<file path="src/rtl/sobel_pkg.sv">
// Shared constants, phase type and saturation helper for the Sobel edge engine.
//
// Contents:
//   PIX_W, WORD_PIX  pixel width and pixels per 64-bit word
//   ROW_WORDS        words per frame row
//   ADDR_W, DATA_W   word address and data widths
//   WIN_ROWS         rows captured per column group
//   SLICE_W          one kernel row slice: a word plus its left/right neighbour
//   phase_t          capture phase within a column group
//   sat_u8()         clamps an unsigned magnitude to 8 bits
package sobel_pkg;

    localparam int unsigned PIX_W     = 8;
    localparam int unsigned WORD_PIX  = 8;
    localparam int unsigned ROW_WORDS = 256;
    localparam int unsigned ADDR_W    = 20;
    localparam int unsigned DATA_W    = PIX_W * WORD_PIX;
    localparam int unsigned WIN_ROWS  = 4;
    localparam int unsigned SLICE_W   = (WORD_PIX + 2) * PIX_W;

    // PH_R0 captures row r, PH_R1 row r-1, PH_R2 row r-2, PH_R3 row r-3.
    typedef enum logic [1:0] {PH_R0, PH_R1, PH_R2, PH_R3} phase_t;

    function automatic logic [PIX_W-1:0] sat_u8(input logic [11:0] v);
        return (v > 12'd255) ? 8'hFF : v[PIX_W-1:0];
    endfunction

endpackage

</file>
<file path="src/rtl/sobel_kernel8.sv">
// Combinational 3x3 Sobel magnitude for eight adjacent pixels.
//
// Each row slice carries 10 pixels: pixel 0 is the left neighbour, pixels 1..8
// are the word being filtered (byte 0 leftmost), pixel 9 is the right neighbour.
// Output byte i is |Gx| + |Gy| for slice pixel i+1, saturated to 255.
//
// Build option: with SOBEL_THRESH_EN defined every output byte becomes 8'hFF when
// the saturated magnitude is >= THRESHOLD and 8'h00 otherwise.
//
// Ports:
//   row_top  in  80  row above the centre row
//   row_mid  in  80  centre row
//   row_bot  in  80  row below the centre row
//   mag      out 64  eight magnitudes, byte 0 leftmost
module sobel_kernel8
    import sobel_pkg::*;
#(
    parameter int unsigned THRESHOLD = 128
) (
    input  logic [SLICE_W-1:0] row_top,
    input  logic [SLICE_W-1:0] row_mid,
    input  logic [SLICE_W-1:0] row_bot,
    output logic [DATA_W-1:0]  mag
);

    function automatic logic signed [10:0] sx(input logic [PIX_W-1:0] p);
        return $signed({3'b000, p});
    endfunction

`ifndef SOBEL_THRESH_EN
    logic unused_thresh;
    assign unused_thresh = ^THRESHOLD;
`endif

    for (genvar i = 0; i < WORD_PIX; i++) begin : g_pix
        logic [PIX_W-1:0]   t0, t1, t2, m0, m2, b0, b1, b2;
        logic signed [10:0] gx, gy;
        logic [10:0]        ax, ay;
        logic [11:0]        sum;
        logic [PIX_W-1:0]   sat;

        assign t0 = row_top[i*PIX_W +: PIX_W];
        assign t1 = row_top[(i+1)*PIX_W +: PIX_W];
        assign t2 = row_top[(i+2)*PIX_W +: PIX_W];
        assign m0 = row_mid[i*PIX_W +: PIX_W];
        assign m2 = row_mid[(i+2)*PIX_W +: PIX_W];
        assign b0 = row_bot[i*PIX_W +: PIX_W];
        assign b1 = row_bot[(i+1)*PIX_W +: PIX_W];
        assign b2 = row_bot[(i+2)*PIX_W +: PIX_W];

        // Both gradients lie in [-1020, 1020], so 11-bit signed never overflows.
        always_comb begin
            gx  = (sx(t2) + (sx(m2) <<< 1) + sx(b2)) - (sx(t0) + (sx(m0) <<< 1) + sx(b0));
            gy  = (sx(b0) + (sx(b1) <<< 1) + sx(b2)) - (sx(t0) + (sx(t1) <<< 1) + sx(t2));
            ax  = gx[10] ? $unsigned(-gx) : $unsigned(gx);
            ay  = gy[10] ? $unsigned(-gy) : $unsigned(gy);
            sum = {1'b0, ax} + {1'b0, ay};
            sat = sat_u8(sum);
        end

`ifdef SOBEL_THRESH_EN
        assign mag[i*PIX_W +: PIX_W] = ({4'b0000, sat} >= 12'(THRESHOLD)) ? 8'hFF : 8'h00;
`else
        assign mag[i*PIX_W +: PIX_W] = sat;
`endif
    end

endmodule

</file>
<file path="src/rtl/sobel_filter.sv">
// Streaming 3x3 Sobel edge-magnitude engine for 8-bit greyscale frames stored
// eight pixels per 64-bit word (column = addr[7:0], row = addr[19:8]).
//
// The scheduler reads a column group as rows r, r-1, r-2, r-3 of column c, one
// word per clock. When the last word of a group lands, the column is pushed into
// a three-column window and, one clock later, column c-1 is written for centre
// rows r-2 (port 2) and r-1 (port 3). Column 0 groups write nothing; a column 255
// group also writes column 255 on the following clock with the right edge
// replicated.
//
// Build option: SOBEL_THRESH_EN binarizes each magnitude against THRESHOLD.
//
// Ports:
//   clk       in   1   rising-edge clock
//   reset     in   1   synchronous, active-low
//   startEn   in   1   start pulse; restarts the phase counter
//   rd_addr   in   20  address presented to the source RAM this cycle
//   rd_data   in   64  source RAM data for the previous cycle's address
//   we2/we3   out  1   write enables for the upper/lower centre row results
//   wr_addr2  out  20  result address, port 2
//   wr_data2  out  64  eight magnitudes, port 2
//   wr_addr3  out  20  result address, port 3
//   wr_data3  out  64  eight magnitudes, port 3
//   getNext   out  1   column group complete
module sobel_filter #(
    parameter int unsigned ADDR_W    = 20,
    parameter int unsigned DATA_W    = 64,
    parameter int unsigned ROW_WORDS = 256,
    parameter int unsigned THRESHOLD = 128
) (
    input  logic              clk,
    input  logic              reset,
    input  logic              startEn,
    input  logic [ADDR_W-1:0] rd_addr,
    input  logic [DATA_W-1:0] rd_data,
    output logic              we2,
    output logic              we3,
    output logic [ADDR_W-1:0] wr_addr2,
    output logic [DATA_W-1:0] wr_data2,
    output logic [ADDR_W-1:0] wr_addr3,
    output logic [DATA_W-1:0] wr_data3,
    output logic              getNext
);

    import sobel_pkg::*;

    localparam int unsigned       COL_W    = $clog2(ROW_WORDS);
    localparam int unsigned       ROW_W    = ADDR_W - COL_W;
    localparam logic [COL_W-1:0]  LAST_COL = COL_W'(ROW_WORDS - 1);
    localparam logic [COL_W-1:0]  FIRST_OUT_COL = COL_W'(1);

    logic [ADDR_W-1:0] addr_d;
    logic              running;
    phase_t            phase;

    // Words of the group still in flight (rows r, r-1, r-2).
    logic [DATA_W-1:0] stage [WIN_ROWS-1];
    logic [ROW_W-1:0]  grp_row;
    logic [COL_W-1:0]  grp_col;

    // Window, indexed by row offset (0 = row r ... 3 = row r-3). Only the
    // rightmost pixel of column c-2 is ever needed, so just that byte is kept.
    logic [PIX_W-1:0]  old_px  [WIN_ROWS];
    logic [DATA_W-1:0] mid_col [WIN_ROWS];
    logic [DATA_W-1:0] cur_col [WIN_ROWS];

    logic              emit_pend;
    logic              clamp_pend;
    logic [ROW_W-1:0]  em_row;
    logic [COL_W-1:0]  em_col;

    logic [SLICE_W-1:0] slice [WIN_ROWS];
    logic [DATA_W-1:0]  mag2, mag3;

    // Build the 10-pixel slice per row for the column being emitted.
    always_comb begin
        for (int j = 0; j < WIN_ROWS; j++) begin
            slice[j] = '0;
            if (clamp_pend) begin
                // Column 255: right neighbour replicates pixel 2047.
                slice[j] = {cur_col[j][DATA_W-1 -: PIX_W], cur_col[j],
                            mid_col[j][DATA_W-1 -: PIX_W]};
            end else if (em_col == FIRST_OUT_COL) begin
                // Column 0: left neighbour replicates pixel 0.
                slice[j] = {cur_col[j][PIX_W-1:0], mid_col[j], mid_col[j][PIX_W-1:0]};
            end else begin
                slice[j] = {cur_col[j][PIX_W-1:0], mid_col[j], old_px[j]};
            end
        end
    end

    sobel_kernel8 #(
        .THRESHOLD (THRESHOLD)
    ) u_kernel_2 (
        .row_top (slice[3]),
        .row_mid (slice[2]),
        .row_bot (slice[1]),
        .mag     (mag2)
    );

    sobel_kernel8 #(
        .THRESHOLD (THRESHOLD)
    ) u_kernel_3 (
        .row_top (slice[2]),
        .row_mid (slice[1]),
        .row_bot (slice[0]),
        .mag     (mag3)
    );

    always_ff @(posedge clk) begin
        if (!reset) begin
            addr_d     <= '0;
            running    <= 1'b0;
            phase      <= PH_R0;
            grp_row    <= '0;
            grp_col    <= '0;
            em_row     <= '0;
            em_col     <= '0;
            emit_pend  <= 1'b0;
            clamp_pend <= 1'b0;
            for (int j = 0; j < WIN_ROWS - 1; j++) begin
                stage[j] <= '0;
            end
            for (int j = 0; j < WIN_ROWS; j++) begin
                old_px[j]  <= '0;
                mid_col[j] <= '0;
                cur_col[j] <= '0;
            end
            we2      <= 1'b0;
            we3      <= 1'b0;
            getNext  <= 1'b0;
            wr_addr2 <= '0;
            wr_addr3 <= '0;
            wr_data2 <= '0;
            wr_data3 <= '0;
        end else begin
            addr_d     <= rd_addr;
            emit_pend  <= 1'b0;
            clamp_pend <= 1'b0;
            we2        <= 1'b0;
            we3        <= 1'b0;
            getNext    <= 1'b0;

            // A start pulse drops any partially captured group; the window stays.
            if (startEn) begin
                running <= 1'b1;
                phase   <= PH_R0;
            end else if (running) begin
                unique case (phase)
                    PH_R0: begin
                        stage[0] <= rd_data;
                        grp_row  <= addr_d[ADDR_W-1:COL_W];
                        grp_col  <= addr_d[COL_W-1:0];
                        phase    <= PH_R1;
                    end
                    PH_R1: begin
                        stage[1] <= rd_data;
                        phase    <= PH_R2;
                    end
                    PH_R2: begin
                        stage[2] <= rd_data;
                        phase    <= PH_R3;
                    end
                    PH_R3: begin
                        for (int j = 0; j < WIN_ROWS; j++) begin
                            old_px[j]  <= mid_col[j][DATA_W-1 -: PIX_W];
                            mid_col[j] <= cur_col[j];
                        end
                        cur_col[0] <= stage[0];
                        cur_col[1] <= stage[1];
                        cur_col[2] <= stage[2];
                        cur_col[3] <= rd_data;
                        emit_pend  <= 1'b1;
                        em_row     <= grp_row;
                        em_col     <= grp_col;
                        phase      <= PH_R0;
                    end
                    default: phase <= PH_R0;
                endcase
            end

            if (emit_pend) begin
                getNext    <= 1'b1;
                clamp_pend <= (em_col == LAST_COL);
                if (em_col != '0) begin
                    we2      <= 1'b1;
                    we3      <= 1'b1;
                    wr_addr2 <= {em_row - ROW_W'(2), em_col - COL_W'(1)};
                    wr_addr3 <= {em_row - ROW_W'(1), em_col - COL_W'(1)};
                    wr_data2 <= mag2;
                    wr_data3 <= mag3;
                end
            end else if (clamp_pend) begin
                we2      <= 1'b1;
                we3      <= 1'b1;
                wr_addr2 <= {em_row - ROW_W'(2), LAST_COL};
                wr_addr3 <= {em_row - ROW_W'(1), LAST_COL};
                wr_data2 <= mag2;
                wr_data3 <= mag3;
            end
        end
    end

endmodule

</file>
<file path="config.mk">
export PLATFORM = sky130hd
export DESIGN_NAME = sobel_filter
export DESIGN_NICKNAME = d
export VERILOG_FILES = /design/src/rtl/sobel_pkg.sv /design/src/rtl/sobel_kernel8.sv /design/src/rtl/sobel_filter.sv
export SDC_FILE = /design/constraint.sdc
export NUM_CORES = 2
export LEC_CHECK = 0
export ABC_AREA = 1
export ABC_CLOCK_PERIOD_IN_PS = 29800
export BUFFER_PORTS_ARGS = -buffer_cell sky130_fd_sc_hd__buf_2
export CAP_MARGIN = 15
export CORE_ASPECT_RATIO = 1.1
export CORE_UTILIZATION = 25
export DETAILED_ROUTE_END_ITERATION = 8
export PLACE_DENSITY = 0.4
export SETUP_SLACK_MARGIN = 0.1
export SLEW_MARGIN = 10
export SYNTH_ARGS = -nofsm -noshare
export SYNTH_HDL_FRONTEND = slang
export SYNTH_SLANG_ARGS = --single-unit
</file>
<file path="constraint.sdc">
create_clock -name clk -period 29.8 [get_ports clk]
set_input_delay 0 -clock clk [delete_from_list [all_inputs] [get_ports clk]]
set_output_delay 0 -clock clk [all_outputs]
set_load 0.05 [all_outputs]
</file>
======== Word level (Yosys, flattened, before mapping) ========
Memories as Yosys holds them, arrays and structs flattened.
Cells that the tools add are included.
word-level totals
  word-level logic and storage cells ...... 362
  memories ................................ 4
  register bits ........................... 235
  bits in writable memories ............... 736
operators by class
  reduce and logical (&&, ||, !) cells .... 8
  add/sub/neg operators ................... 187
  bitwise gates (word level) .............. 17
  equality and inequality tests ........... 6
  magnitude comparators ................... 16
  mux-type cells .......................... 109
memories
  memory   words  width  rd ports  clocked after Yosys merged registers in  write ports  line                RTL
  cur_col  4      64     4         0                                        4            sobel_filter.sv:65  logic [DATA_W-1:0] cur_col [WIN_ROWS];
  mid_col  4      64     4         0                                        4            sobel_filter.sv:64  logic [DATA_W-1:0] mid_col [WIN_ROWS];
  stage    3      64     3         0                                        3            sobel_filter.sv:57  logic [DATA_W-1:0] stage [WIN_ROWS-1];
  old_px   4      8      4         0                                        4            sobel_filter.sv:63  logic [PIX_W-1:0] old_px [WIN_ROWS];
operator list
  operator                                              count
  2-to-1 mux 64 bit                                     17
  adder 8 x 9 -> 10 bit                                 52
  adder 11 x 9 -> 11 bit                                44
  2-to-1 mux 11 bit                                     32
  negator 11 bit                                        32
  subtractor 11 bit                                     32
  2-to-1 mux 80 bit                                     4
  adder 11 x 11 -> 12 bit                               16
  > comparator 12 x 8 -> 1 bit (second input constant)  16
  2-to-1 mux 8 bit                                      24
  2-to-1 mux 20 bit                                     6
  adder 10 x 8 -> 11 bit                                8
  2-to-1 mux 1 bit                                      25
  OR 1 bit                                              15
  subtractor 12 x 1 -> 12 bit (second input constant)   1
  subtractor 12 x 2 -> 12 bit (second input constant)   1
  == test 8 x 1 -> 1 bit (second input constant)        1
  == test 8 bit (second input constant)                 1
  case mux 2 bit (4 select lines)                       1
  nonzero test 8 bit                                    1
  subtractor 8 x 1 -> 8 bit (second input constant)     1
  AND reduction 3 bit                                   2
  == test 2 bit (second input constant)                 2
  AND reduction 2 bit                                   2
  other kinds (6)                                       7

======== Depth between registers and ports, before layout ========
  depth in word-level cells ............... 13
  gate-level depth with buffers ........... 53
  depth with buffers taken out ............ 47

======== Cells and area by module ========
A second synthesis with hierarchy kept.
unflattened totals
  cells, all modules ...................... 11414
  area total of the unflattened synthesis .. 91531.5 µm²
by module, submodules not included
  module                       cells each  times used  area each (µm²)
  sobel_filter                 3794        1           38365.5
  sobel_kernel8 at u_kernel_3  3848        1           26763.2
  sobel_kernel8 at u_kernel_2  3772        1           26402.8

======== Worst setup path before layout ========
Ideal clock, no wire load.
  path type ............................... reg2reg
  from .................................... register phase[0]
  to ...................................... memory cur_col[0][0], enable pin
  period minus slack after synthesis ...... 16791 ps
  path buffers ............................ 1
  slack ................................... 13009 ps
  stages on the path, launching flop included .. 5
  arrival ................................. 15670 ps
  cell sequence ........................... dfxtp_1 > ha_1 > nand3_1 > nand2_1 > clkbuf_1
RTL lines
  what                      line                 RTL
  start: declaration        sobel_filter.sv:54   phase_t phase;
  start signal: assignment  sobel_filter.sv:114  phase <= PH_R0;
  start signal: assignment  sobel_filter.sv:147  phase <= PH_R0;
  start signal: assignment  sobel_filter.sv:154  phase <= PH_R1;
  end: declaration          sobel_filter.sv:65

======== Worst setup path in the final report ========
  from .................................... register clamp_pend
  to ...................................... register wr_data2[26]
between the ends
  longest elaborated chain between the ends .. 11
RTL lines
  what                                              line                                      RTL
  start: declaration                                sobel_filter.sv:68                        logic clamp_pend;
  start signal: assignment                          sobel_filter.sv:184                       clamp_pend <= (em_col == LAST_COL);
  2-to-1 mux 80 bit                                 sobel_filter.sv:79                        if (clamp_pend) begin
  adder 8 x 9 -> 10 bit, on equally long branches   sobel_kernel8.sv:53, sobel_kernel8.sv:54
  adder 11 x 9 -> 11 bit, on equally long branches  sobel_kernel8.sv:53, sobel_kernel8.sv:54
  subtractor 11 bit, on equally long branches       sobel_kernel8.sv:53, sobel_kernel8.sv:54
  negator 11 bit, on equally long branches          sobel_kernel8.sv:55, sobel_kernel8.sv:56
  2-to-1 mux 11 bit, on equally long branches       sobel_kernel8.sv:55, sobel_kernel8.sv:56
  adder 11 x 11 -> 12 bit                           sobel_kernel8.sv:57                       sum = {1'b0, ax} + {1'b0, ay};
  > comparator 12 x 8 -> 1 bit                      sobel_pkg.sv:25                           return (v > 12'd255) ? 8'hFF : v[PIX_W-1:0];
  2-to-1 mux 8 bit                                  sobel_pkg.sv:25
  2-to-1 mux 64 bit, on equally long branches       sobel_filter.sv:193, sobel_filter.sv:185
  2-to-1 mux 64 bit                                 sobel_filter.sv:182                       if (emit_pend) begin
  end signal: assignment                            sobel_filter.sv:190                       wr_data2 <= mag2;
  end signal: assignment                            sobel_filter.sv:198                       wr_data2 <= mag2;
  end: declaration                                  sobel_filter.sv:39                        output logic [DATA_W-1:0] wr_data2,
Several ways; a longest one is shown, not always the timed one. The select of a mux whose other input is x is not followed.
A chain may end at the register's enable or synchronous reset.

==> impl_metrics.tcl <==
set metrics [dict create \
    clockPowerShare_pct 12.2 \
    rsz0062_at_grt "false" \
    synth_edf_count 736 \
    num-fill-cells 43600 \
    slowest_stage "buf_4" \
    crit_type "reg2reg" \
    worst-slew-pin-transition_ps 1430 \
    clock-sinks 963 \
    power_density_nw_per_um2 106 \
    drc_errors 0 \
    status "finished, final reports clean" \
    vias 86600 \
    crit_buf_inv 8 \
    port_buffers 257 \
    combPwrFrac_pct 75.2 \
    ir_worst_vdd_mv 0.0850 \
    grtUsageTotal_pct 20.2 \
    antenna_found_initial 19 \
    cts_tree "yes" \
    worst-path-max-fanout 58 \
    grt_pass1_vias 83300 \
    tns_ps 0 \
    p_switching_mw 6.54 \
    worstPathArrival_ps 10810 \
    grt-ovfl-total 0 \
    timing.final.max_slew_violations 0 \
    utilization_pct 28.7 \
    ctsHoldBuffers 145 \
    p_seq_share_pct 12.5 \
    dieHeight_um 663 \
    synthesis.instances 13500 \
    worstSkewPairLatency_ps 870 \
    final_common_cell "inv_1" \
    setup-violations-final 0 \
    cp_top_family "compound AO/OA/AOI/OAI gates" \
    synth_cell_types 61 \
    regArea_um2 26600 \
    syn2layout_area_growth_pct 14.0 \
    worstSetupStartpointType "flip-flop" \
    fin_cells 19300 \
    swShare_pct 54.7 \
    yosys_warnings 0 \
    post_cts_buffers 0 \
    slowest_delay_ps 620 \
    syn_nets 15000 \
    max_cap_violations 0 \
    syn_avg_cell_area_um2 7.38 \
    fin_crit_sh_pct 33.8 \
    cts.path.max_buffers 4 \
    fin_area_um2 113000 \
    clock.fmax_mhz 99.2 \
    wl_per_cell_um 21.3 \
    gp_congestion 0.974 \
    fp.dieW_um 603 \
    ys_seq_elements 963 \
    postRouteAntennaNets 0 \
    fin_crit_ps 10080 \
    netlist_area_um2 99400 \
    grt_max_degree 121 \
    start_util_pct 25.1 \
    yosysSeqAreaShare_pct 26.8 \
    hp-class "in2reg" \
    vias_per_cell 4.48 \
    numPlacedInstances 18900 \
    drtIter0Drc 6576 \
    rows 242 \
    clkSlewWorstSetupHoldPaths_ps 60 \
    synthArstFlopShare_pct 0 \
    p_leak_nw 57.6 \
    fp.coreArea_um2 395000 \
    multi_input_area_um2 60900 \
    die_area_um2 400000 \
    fin_nets 15500 \
    numCtsBuffers 117 \
    dr.pass1.iters 5 \
    grt_pass1_wl_um 589000 \
    root_buffer "clkbuf_16" \
    critical_path_required_ps 30520 \
    routed_wl_um 412000 \
    dp_hpwl_um 347000 \
    end_kind "flip-flop" \
    place_area_um2 108000 \
    internal-power_mw 5.42 \
    layout_common_cells "2860 x inv_1, 2738 x nand2_1, 1454 x nor2_1, 1032 x ha_1, 736 x edfxtp_1" \
    hold_violations 0 \
    layout-drive-gt1-share_pct 6.06 \
    skew_ps 50.9 \
    io_pins 258 \
    synthFlopType "edfxtp_1" \
    slew_headroom_pct 3.96 \
    htree_levels 3 \
    cts_resized 0 \
]
==> power by group through the flow <==
stage / clock network (mW) / registers, mW / logic [mW]
floorplan: 0 / 1.55 / 6.74
global placement: 0 / 1.53 / 9.12
detailed placement: 0 / 1.53 / 8.98
CTS: 1.52 / 1.50 / 9.05
global route: 1.56 / 1.50 / 10.3
finish: 1.46 / 1.50 / 8.99
==> kinds of logic (layout without fill, tap and decap cells) <==
logic type,count (synthesis),count (layout),synth area share (%)
AOI/OAI and AO/OA,1711,1711,9.51
xor gates and xnor gates,795,795,7.03
adders and majority gates,1484,1484,22.1
buffers and inverters,3115,3714,12.0
DFF,963,963,26.8
other,0,8,0
and+or+nand+nor,5395,5395,22.5
==> synthesized netlist by cell type, types with 17 or more instances <==
master       n  area (um2)
edfxtp_1   736       22100
nand4_1    156         976
xnor2_1    292        2560
xor2_1     500        4380
buf_2       61         305
a31oi_1     59         369
nor2_1    1455        5460
o21ai_0    585        2930
nand2_2     42         263
nor3_1     129         646
o22ai_1     20         125
a21o_1      65         488
ha_1      1032       12900
buf_4       23         173
nand3_1    725        3630
nand2_1   2743       10300
nand3b_1    52         390
inv_1     2861       10700
o21bai_1    87         653
o21ai_2     17         149
o21ai_1     38         190
a211oi_1    22         165
fa_1       452        9050
clkbuf_1   136         510
a21oi_1    724        3620
o211ai_1    26         195
dfxtp_1    227        4540
or2_2       37         231
==> worst reg2reg max path, delay by kind of cell, from the launching register on <==
kind,cells,cell delay [ps]
AND/OR/NAND/NOR,13,1800
buffers and inverters,8,2460
adder cells (fa/ha/maj),5,1900
XOR/XNOR,2,780
AO/OA/AOI/OAI,7,2610
flip-flops,1,400
==> registers in the layout (all words and copies together) (netlist names), 2 cells and up <==
signal,count
grp_col,8
wr_addr2,20
cur_col,256
wr_data2,64
phase,2
addr_d,20
em_row,12
grp_row,12
wr_addr3,12
old_px,32
em_col,8
wr_data3,64
stage,192
mid_col,256
==> final timing paths <==
| check | startpoint | to | slack [ps] | cells after the start |
|---|---|---|---|---|
| worst max-delay path | clamp_pend$_SDFF_PN0_ | wr_data2[26]$_SDFFE_PN0P_ | 19720 | 35 |
| worst min register to register | addr_d[18]$_SDFF_PN0_ | grp_row[10]$_SDFFE_PN0P_ | 430 | 2 |
| worst min-delay path | rd_data[25] | cur_col[3][25]$_SDFFCE_PN0P_ | 50 | 4 |
| worst max register to register | clamp_pend$_SDFF_PN0_ | wr_data2[26]$_SDFFE_PN0P_ | 19720 | 35 |
==> stage by stage <==
stage               worst slack, ps  power, mW  hold slack, ps
floorplan                     13010       8.29            97.6
global placement              19660       10.6             185
detailed placement            19590       10.5             187
CTS                           19560       12.1            2.46
global route                  18960       13.3            53.5
finish                        19720       12.0            49.9
==> final cells by class <==
class	instances	area share, %
antenna	8	0.0177
clock buffer	147	2.79
clock inverter	69	0.586
inverter	2875	9.55
multi-input combinational	9385	53.8
sequential	963	23.5
tap	5246	5.80
timing repair buffer	623	3.90
==> per-layer routing <==
metal	wire length, um	part of all wire (%)	GRT usage (%)
met5	0	0	0
met4	15800	3.8	6.88
met3	19700	4.8	2.28
met1	197000	48	28.5
met2	180000	44	31.9
(Power assumes the default switching activity.)
